File: src/rtl/mac_tx_arbiter.sv
// ---------------------------------------------------------------------------
// mac_tx_arbiter
//   Frame-level arbiter that shares the single MAC TX AXI-Stream input among
//   N_PORTS requesters. A port is granted for a whole frame and keeps the grant
//   until its tlast beat is accepted. The next frame is then chosen round-robin.
//   Arbitration costs one idle cycle per frame. While a frame is in flight the
//   datapath is a zero-latency combinational mux.
//   If the granted port drops tvalid while the MAC is ready, a sticky underrun
//   flag is raised for that port. The MAC TX controller needs gap-free frames,
//   so this condition is reported rather than hidden.
//
// Configuration
//   MAC_TX_ARB_PRIO_EN : when defined, port 0 has strict priority at
//                        arbitration time but never preempts a locked frame.
//                        Ports 1..N_PORTS-1 round-robin among themselves.
//                        When undefined, all ports share one round-robin.
//
// Ports
//   i_clk, i_reset_n       clock, asynchronous active-low reset
//   i_clk_en               clock enable; no state advances while low
//   s_tvalid/s_tkeep/s_tdata/s_tlast  per-port slave streams (port p in slice p)
//   s_tready               per-port ready, one-hot or zero
//   m_tvalid/m_tkeep/m_tdata/m_tlast  muxed master stream to the MAC TX
//   m_tready               ready from the MAC TX controller
//   o_grant                one-hot current grant, zero when idle
//   o_busy                 frame in progress
//   o_underrun             sticky per-port underrun flags
//   i_underrun_clr         clears all underrun flags (a new underrun wins)
// ---------------------------------------------------------------------------
module mac_tx_arbiter #(
  parameter int N_PORTS   = 4,
  parameter int N_SYMBOLS = 4,
  parameter int W_SYMBOL  = 8
) (
  input  logic                                  i_clk,
  input  logic                                  i_reset_n,
  input  logic                                  i_clk_en,
  input  logic [N_PORTS-1:0]                    s_tvalid,
  input  logic [N_PORTS*N_SYMBOLS-1:0]          s_tkeep,
  input  logic [N_PORTS*N_SYMBOLS*W_SYMBOL-1:0] s_tdata,
  input  logic [N_PORTS-1:0]                    s_tlast,
  output logic [N_PORTS-1:0]                    s_tready,
  output logic                                  m_tvalid,
  output logic [N_SYMBOLS-1:0]                  m_tkeep,
  output logic [N_SYMBOLS*W_SYMBOL-1:0]         m_tdata,
  output logic                                  m_tlast,
  input  logic                                  m_tready,
  output logic [N_PORTS-1:0]                    o_grant,
  output logic                                  o_busy,
  output logic [N_PORTS-1:0]                    o_underrun,
  input  logic                                  i_underrun_clr
);

  localparam int IDX_W  = (N_PORTS > 1) ? $clog2(N_PORTS) : 1;
  localparam int BEAT_W = N_SYMBOLS * W_SYMBOL;

  typedef enum logic {ST_IDLE, ST_PASS} state_t;

  state_t             state_q,    state_d;
  logic [N_PORTS-1:0] grant_q,    grant_d;
  logic [IDX_W-1:0]   gidx_q,     gidx_d;
  logic [IDX_W-1:0]   rr_ptr_q,   rr_ptr_d;
  logic [N_PORTS-1:0] underrun_q, underrun_d;

  logic [IDX_W-1:0]   win_idx;
  logic [IDX_W-1:0]   cand;
  logic               win_found;
  logic               busy;
  logic               g_valid;
  logic               g_last;
  logic               beat_acc;

  // Winner search: first requester after the last granted port, with wrap.
  // In priority mode, port 0 is taken first and skipped by the rotating search.
  always_comb begin
    win_found = 1'b0;
    win_idx   = '0;
    cand      = '0;
`ifdef MAC_TX_ARB_PRIO_EN
    if (s_tvalid[0]) begin
      win_found = 1'b1;
      win_idx   = '0;
    end
`endif
    for (int i = 1; i <= N_PORTS; i++) begin
      cand = IDX_W'((int'(rr_ptr_q) + i) % N_PORTS);
`ifdef MAC_TX_ARB_PRIO_EN
      if (!win_found && (cand != '0) && s_tvalid[cand]) begin
`else
      if (!win_found && s_tvalid[cand]) begin
`endif
        win_found = 1'b1;
        win_idx   = cand;
      end
    end
  end

  // Zero-latency datapath mux. The outputs are quiet whenever no frame is locked.
  always_comb begin
    busy     = (state_q == ST_PASS);
    g_valid  = s_tvalid[gidx_q];
    g_last   = s_tlast[gidx_q];
    m_tdata  = '0;
    m_tkeep  = '0;
    if (busy) begin
      for (int p = 0; p < N_PORTS; p++) begin
        if (gidx_q == IDX_W'(p)) begin
          m_tdata = s_tdata[p*BEAT_W +: BEAT_W];
          m_tkeep = s_tkeep[p*N_SYMBOLS +: N_SYMBOLS];
        end
      end
    end
    m_tvalid = busy & g_valid;
    m_tlast  = busy & g_last;
    s_tready = '0;
    if (busy && i_clk_en) begin
      s_tready = grant_q & {N_PORTS{m_tready}};
    end
    beat_acc = busy & g_valid & m_tready & i_clk_en;
  end

  // Next-state logic. Every transition is qualified by i_clk_en.
  always_comb begin
    state_d    = state_q;
    grant_d    = grant_q;
    gidx_d     = gidx_q;
    rr_ptr_d   = rr_ptr_q;
    underrun_d = underrun_q;
    if (i_clk_en) begin
      // Clear first so that a same-cycle underrun re-sets the flag.
      if (i_underrun_clr) begin
        underrun_d = '0;
      end
      if (state_q == ST_IDLE) begin
        if (win_found) begin
          state_d = ST_PASS;
          gidx_d  = win_idx;
          grant_d = {{(N_PORTS-1){1'b0}}, 1'b1} << win_idx;
        end
      end else begin
        // The MAC wants data but the locked source has none: flag it and keep the grant.
        if (m_tready && !g_valid) begin
          underrun_d = underrun_d | grant_q;
        end
        if (beat_acc && g_last) begin
          state_d  = ST_IDLE;
          grant_d  = '0;
          rr_ptr_d = gidx_q;
        end
      end
    end
  end

  always_ff @(posedge i_clk or negedge i_reset_n) begin
    if (!i_reset_n) begin
      state_q    <= ST_IDLE;
      grant_q    <= '0;
      gidx_q     <= '0;
      rr_ptr_q   <= IDX_W'(N_PORTS - 1);
      underrun_q <= '0;
    end else begin
      state_q    <= state_d;
      grant_q    <= grant_d;
      gidx_q     <= gidx_d;
      rr_ptr_q   <= rr_ptr_d;
      underrun_q <= underrun_d;
    end
  end

  assign o_grant    = grant_q;
  assign o_busy     = busy;
  assign o_underrun = underrun_q;

endmodule

File: config.mk
export PLATFORM = sky130hd
export DESIGN_NAME = mac_tx_arbiter
export DESIGN_NICKNAME = d
export VERILOG_FILES = /design/src/rtl/mac_tx_arbiter.sv
export SDC_FILE = /design/constraint.sdc
export NUM_CORES = 1
export LEC_CHECK = 0
export CAP_MARGIN = 0
export CORE_MARGIN = 3
export CORE_UTILIZATION = 31
export CTS_BUF_LIST = sky130_fd_sc_hd__clkbuf_8
export DETAILED_ROUTE_END_ITERATION = 8
export GPL_TIMING_DRIVEN = 0
export PLACE_DENSITY = 0.95
export SYNTH_ARGS = -nofsm -noshare
export SYNTH_HDL_FRONTEND = slang
export SYNTH_SLANG_ARGS = --single-unit
File: constraint.sdc
create_clock -name i_clk -period 3.13 [get_ports i_clk]
set_clock_uncertainty 0.15 [all_clocks]
set_input_delay 0.939 -clock i_clk [delete_from_list [all_inputs] [get_ports i_clk]]
set_output_delay 0.939 -clock i_clk [all_outputs]
set_load 0.1 [all_outputs]
==> results of run 1 <==
-- through the flow --
stage	cells	area (um^2)	setup WS (ps)	utilization	hold slack [ps]
3_3_place_gp	421	4000	-1080	0.713	342
2_1_floorplan	142	1840	39.3	-	466
5_1_grt	429	4370	-64.6	0.779	386
6_report	430	4370	-48.0	0.779	368
4_1_cts	427	4330	-99.9	0.773	357
3_5_place_dp	421	4000	-1110	0.713	345
-- path summary, 6_finish.rpt --
path	startpoint	end	slack, ps	cells past startpoint
hold reg to reg	o_underrun[0]$_DFFE_PN0P_	o_underrun[0]$_DFFE_PN0P_	370	1
setup / recovery	s_tvalid[1]	m_tvalid	-50	4
min in group asynchronous	i_reset_n	o_grant[1]$_DFFE_PN0P_	920	1
hold / removal	o_underrun[0]$_DFFE_PN0P_	o_underrun[0]$_DFFE_PN0P_	370	1
max in group asynchronous	i_reset_n	o_underrun[1]$_DFFE_PN0P_	1530	1
setup reg to reg	gidx_q[0]$_DFFE_PN0P_	rr_ptr_q[0]$_DFFE_PN1P_	1230	6
-- cell usage in the layout, fill, tap and decap left out, types with 2 or more instances in the layout --
cell type	netlist	layout
clkdlybuf4s50_1	0	12
nand2_1	2	2
buf_4	1	4
and2_2	0	4
nor2_1	2	2
buf_12	1	39
dfstp_2	2	2
buf_8	1	2
mux4_2	38	38
diode_2	0	2
dfrtp_1	11	11
o21ai_0	2	2
a22o_1	6	6
clkbuf_2	0	2
a22o_2	2	2
buf_6	2	5
a31oi_1	2	2
nand2b_1	3	3
clkbuf_1	4	3
mux2_2	2	2
dlygate4sd2_1	0	148
and2_4	1	38
buf_2	3	2
dlymetal6s2s_1	0	4
clkbuf_8	0	3
a21o_1	2	2
-- sequential cells by signal, summed over array words and instances (netlist names) --
name	flops
rr_ptr_q	2
o_grant	4
o_busy	1
o_underrun	4
gidx_q	2
-- cells by family (layout without fill, tap and decap cells) --
kind of cell / Yosys count / after routing
AOI/OAI and AO/OA: 18 / 18
buffers and inverters: 13 / 227
DFF: 13 / 13
muxes: 41 / 41
other: 0 / 2
and+or+nand+nor: 57 / 57
-- final cells by class --
cell class	instances	area share
repair buffers	210	0.527
diodes	2	0.00115
flip-flops and latches	13	0.0750
well taps	72	0.0206
plain buffers	13	0.0235
multi-input cells	116	0.342
clock inverters	1	0.000859
clock buffers	3	0.00945
-- metal layers --
| layer | global-route usage | up-vias | routed length, um |
|---|---|---|---|
| li1 | - | 1006 | - |
| met1 | 0.275 | 1064 | 2910 |
| met2 | 0.448 | 126 | 4920 |
| met3 | 0.0564 | 14 | 837 |
| met4 | 0.0686 | 0 | 173 |
| met5 | 0 | - | 0 |
-- worst max-delay path, stage by stage --
cell           delay [ps]
dlygate4sd2_1         290
mux4_2                480
and2_1                200
buf_8                 180
-- timing repair --
action                                  CTS  global route
resized for setup                       555            13
endpoints found under the setup margin   42            13
cloned                                    0             0
hold buffers                              0             0
buffers inserted                          2             1
==> results.md, run 1 <==
- Die W: approximately 83 um
- Synth Area in Simple Gates: 0.201
- TritonCTS clock tree: done
- Synth cell count leaders: and2_1 (42), mux4_2 (38), dfrtp_1 (11)
- Final Hold Vio Count: 0
- Syn-to-layout area delta: 140%
- Setup TNS: -48.0 ps
- Die height: 82.6 um
- Final max-slew violation count: 0
- Worst-Skew Late Latency: around 240 ps
- Fillers: 368
- Post-Syn Nets: 299
- Max H-tree Level: 1
- GRT Resource Usage Total: 0.242
- Residual DRC: 0
- Fin crit period: 3180 ps
- Worst-Margin Slew: just over 1000 ps
- Fmax: around 0.31 GHz
- Final period utilization: 1.02
- Post-DP HPWL: 7120 um
- Initial Util: 0.325
- HP Class: reg -> reg
- Xor/xnor share of the synthesized area: 0
- Syn Inst Count: between 100 and 150
- Initial antenna violation count: 1
- Seq/Total Area, Yosys: 0.180
- Layout cell share with drive strength beyond 1: 0.419
- Synth area leaders: mux4_2 (47%), dfrtp_1 (15%), and2_1 (14%), dfstp_2 (2.9%), a22o_1 (2.9%)
- Critical-path maximum fanout: 5
- Dominant synthesized flop cell: dfrtp_1
- Synth Warn #: 0
- GR Overflow Total: 0
- Post-synth EDFFs: 0
- Failing checks: negative setup slack
- Number of vias per cell: approximately 5.1
- Clk buf depth: 2
- Syn Std Cell Area: about 0.0018 mm^2
- # Max-Cap Violations: 0
- Register area: ~330 um^2
- Main combinational cell family by area after synthesis: multiplexers
- Outcome: complete, but fails checks
- Post-synthesis adder-cell area fraction: 0
- Layout Nets: just over 500
- Final WL: about 8800 um
- Critical path class: in -> out
- CTS buffer count: 3
- Synth async-reset ratio: 1.00
- Multi-input gate area: 0.00150 mm^2
- Root buffer cell: clkbuf_8
- Via count: about 2200
- RSZ-0062 raised after global routing: true
- Worst-path clk slew: 50 ps
- Element type at the critical path start: input pin
- Compound-cell area share of the yosys netlist: 0.0763
- Setup violators final: 1
- First-pass GRT wire length: 12300 um
- Max-slew headroom: 0.318
- Mux cell area share after synthesis: 0.488
- Rows: 27
- # IOs: between 200 and 250
- Setup crit end kind: output pin
- Largest net degree at the start of global routing: 14
- Top-area cell type share of the netlist area: 0.470
- CTS Sinks: 13
- 1st-iter DRT viols: 37
- Drt pass-1 iters: 4
- Number of global-route vias before repair: 2336
- Post-synthesis cell type count: 33
- Die footprint: approximately 0.0068 mm^2
- Synth area leader: mux4_2
- Worst EP required: slightly above 2000 ps
- Yosys reg bits: 13
- Count leader, synth: and2_1
- IO buf count: about 210
- Core area: 0.00561 mm^2
- PnR worst setup slack: -48.0 ps
- GP Congestion: approximately 0.81
- Syn Area/Cell: between 10 and 15 um^2
- Post-DRT Antenna Nets: 0
- Drt wl/cell: ~21 um
- Crit path arrival time: 2090 ps
Power of run 1 is left out: the tool's default activity adds up to more than one toggle a clock period on the data nets, which glitch-free logic cannot reach.
==> inputs of run 2 (changes only) <==
--- a/config.mk
+++ b/config.mk
@@ -6,7 +6,7 @@
 export NUM_CORES = 1
 export LEC_CHECK = 0
 export CAP_MARGIN = 0
-export CORE_MARGIN = 3
+export CORE_MARGIN = 5
 export CORE_UTILIZATION = 31
 export CTS_BUF_LIST = sky130_fd_sc_hd__clkbuf_8
 export DETAILED_ROUTE_END_ITERATION = 8
==> results.md, run 2 (synthesized netlist as in run 1, its figures left out) <==
- Final WL: around 9400 um
- CP Launch Point: s_tdata[110]
- Outcome: finished, final reports clean
- Fillers: around 390
- Max-slew headroom: 0.340
- Min-Delay Startpoint: o_underrun[3]$_DFFE_PN0P_
- IO buf count: 207
- Die height: 86.6 um
- Crit path arrival time: roughly 2000 ps
- Fin crit period: 3110 ps
- Final period utilization: 0.993
- Core area: 0.00582 mm^2
- Layout cell share with drive strength beyond 1: 0.430
- Initial antenna violation count: 4
- GR Overflow Total: 0
- Critical path class: in -> out
- Worst-path clk slew: 60 ps
- Setup violators final: 0
- Largest net degree at the start of global routing: 14
- Final max-slew violation count: 0
- Met1 global-route usage: 0.229
- Number of vias per cell: 5.11
- Critical-path maximum fanout: 1
- Fmax: approximately 0.32 GHz
- Most used routing layer: met2
- Commonest cells after routing, fill and taps aside: dlygate4sd2_1 (133), buf_12 (40), and2_4 (39)
- Post-DRT Antenna Nets: 0
- TritonCTS clock tree: done
- HP Class: reg -> reg
- WHS Endpoint: o_underrun[3]$_DFFE_PN0P_
- Layout Nets: 514
- Final instance area: ~0.0044 mm^2
- Initial Util: 0.313
- Via count: approximately 2200
- Met3 Track Usage GR: 0.0760
- Post-DP HPWL: 7700 um
- First-pass GRT wire length: approximately 13000 um
- Element type at the critical path start: input pin
- Worst EP required: around 2000 ps
- Setup crit end kind: output pin
- # Max-Cap Violations: 0
- Worst-Skew Late Latency: between 200 and 300 ps
- RR Startpoint: gidx_q[0]$_DFFE_PN0P_
- CTS buffer count: 3
- CTS Sinks: 13
- Syn-to-layout area delta: 143%
- Die footprint: between 0.007 and 0.008 mm^2
- Max H-tree Level: 1
- R2r endpoint: rr_ptr_q[0]$_DFFE_PN1P_
- 1st-iter DRT viols: 37
- # IOs: approximately 210
- PnR worst setup slack: approximately 20 ps
- GP Congestion: 0.790
- Drt wl/cell: ~22 um
- Placed standard-cell area: roughly 0.0040 mm^2
- RSZ-0062 raised after global routing: false
- Setup TNS: 0 ps
- Clk buf depth: 2
- Commonest non-fill, non-tap cell in the layout: dlygate4sd2_1
- GRT Resource Usage Total: 0.233
- GRT met2 Usage: 0.460
- Residual DRC: 0
- Hold Slack: 363 ps
- Rows: 28
- Die W: 86.6 um
- Number of global-route vias before repair: ~2500
- Worst R2R Path Depth: 6
- Hold Crit Depth: 1
- Dpl ws: -1140 ps
- Final Hold Vio Count: 0
- R2R setup slack: approximately 1200 ps
- Worst-Margin Slew: roughly 990 ps
- Root buffer cell: clkbuf_8
- Drt pass-1 iters: 4
-- run 2: worst max path at each step --
stage | endpoint
floorplan | m_tdata[10]
global placement | m_tvalid
detailed placement | m_tvalid
CTS | m_tdata[7]
global route | s_tready[3]
finish | m_tdata[14]
-- run 2: repair_timing --
item | in CTS | in global routing
buffers inserted | 2 | 1
hold buffers | 0 | 0
gates cloned | 0 | 0
gates resized for setup | 534 | 42
setup endpoints to repair | 42 | 18
-- run 2: per-stage QoR --
step                      cells   util
final                       435  0.760
after global routing        434  0.760
after CTS                   430  0.742
after detailed placement    424  0.688
after global placement      424  0.688
after floorplan             142      -
-- run 2: critical path: stages --
cell and delay [ps]:
dlygate4sd2_1 240, mux4_2 490, and2_4 190, buf_12 160
-- run 2: area by class of cell --
class | instances | area, um^2 | area share
timing repair buffer | 210 | 2340 | 0.530
clock inverter | 1 | 3.75 | 0.000849
buffer | 13 | 103 | 0.0232
antenna | 4 | 10.0 | 0.00226
sequential | 13 | 328 | 0.0742
clock buffer | 3 | 41.3 | 0.00934
multi-input combinational | 116 | 1500 | 0.339
tap | 75 | 93.8 | 0.0212
-- run 2: metal layers --
| layer | vias up | wire length [um] | share of wire |
|---|---|---|---|
| met5 | - | 0 | 0 |
| met3 | 12 | 967 | 0.10 |
| li1 | 1002 | - | - |
| met2 | 150 | 5320 | 0.57 |
| met4 | 0 | 174 | 0.018 |
| met1 | 1057 | 2960 | 0.31 |
Power of run 2 is left out for the same reason.
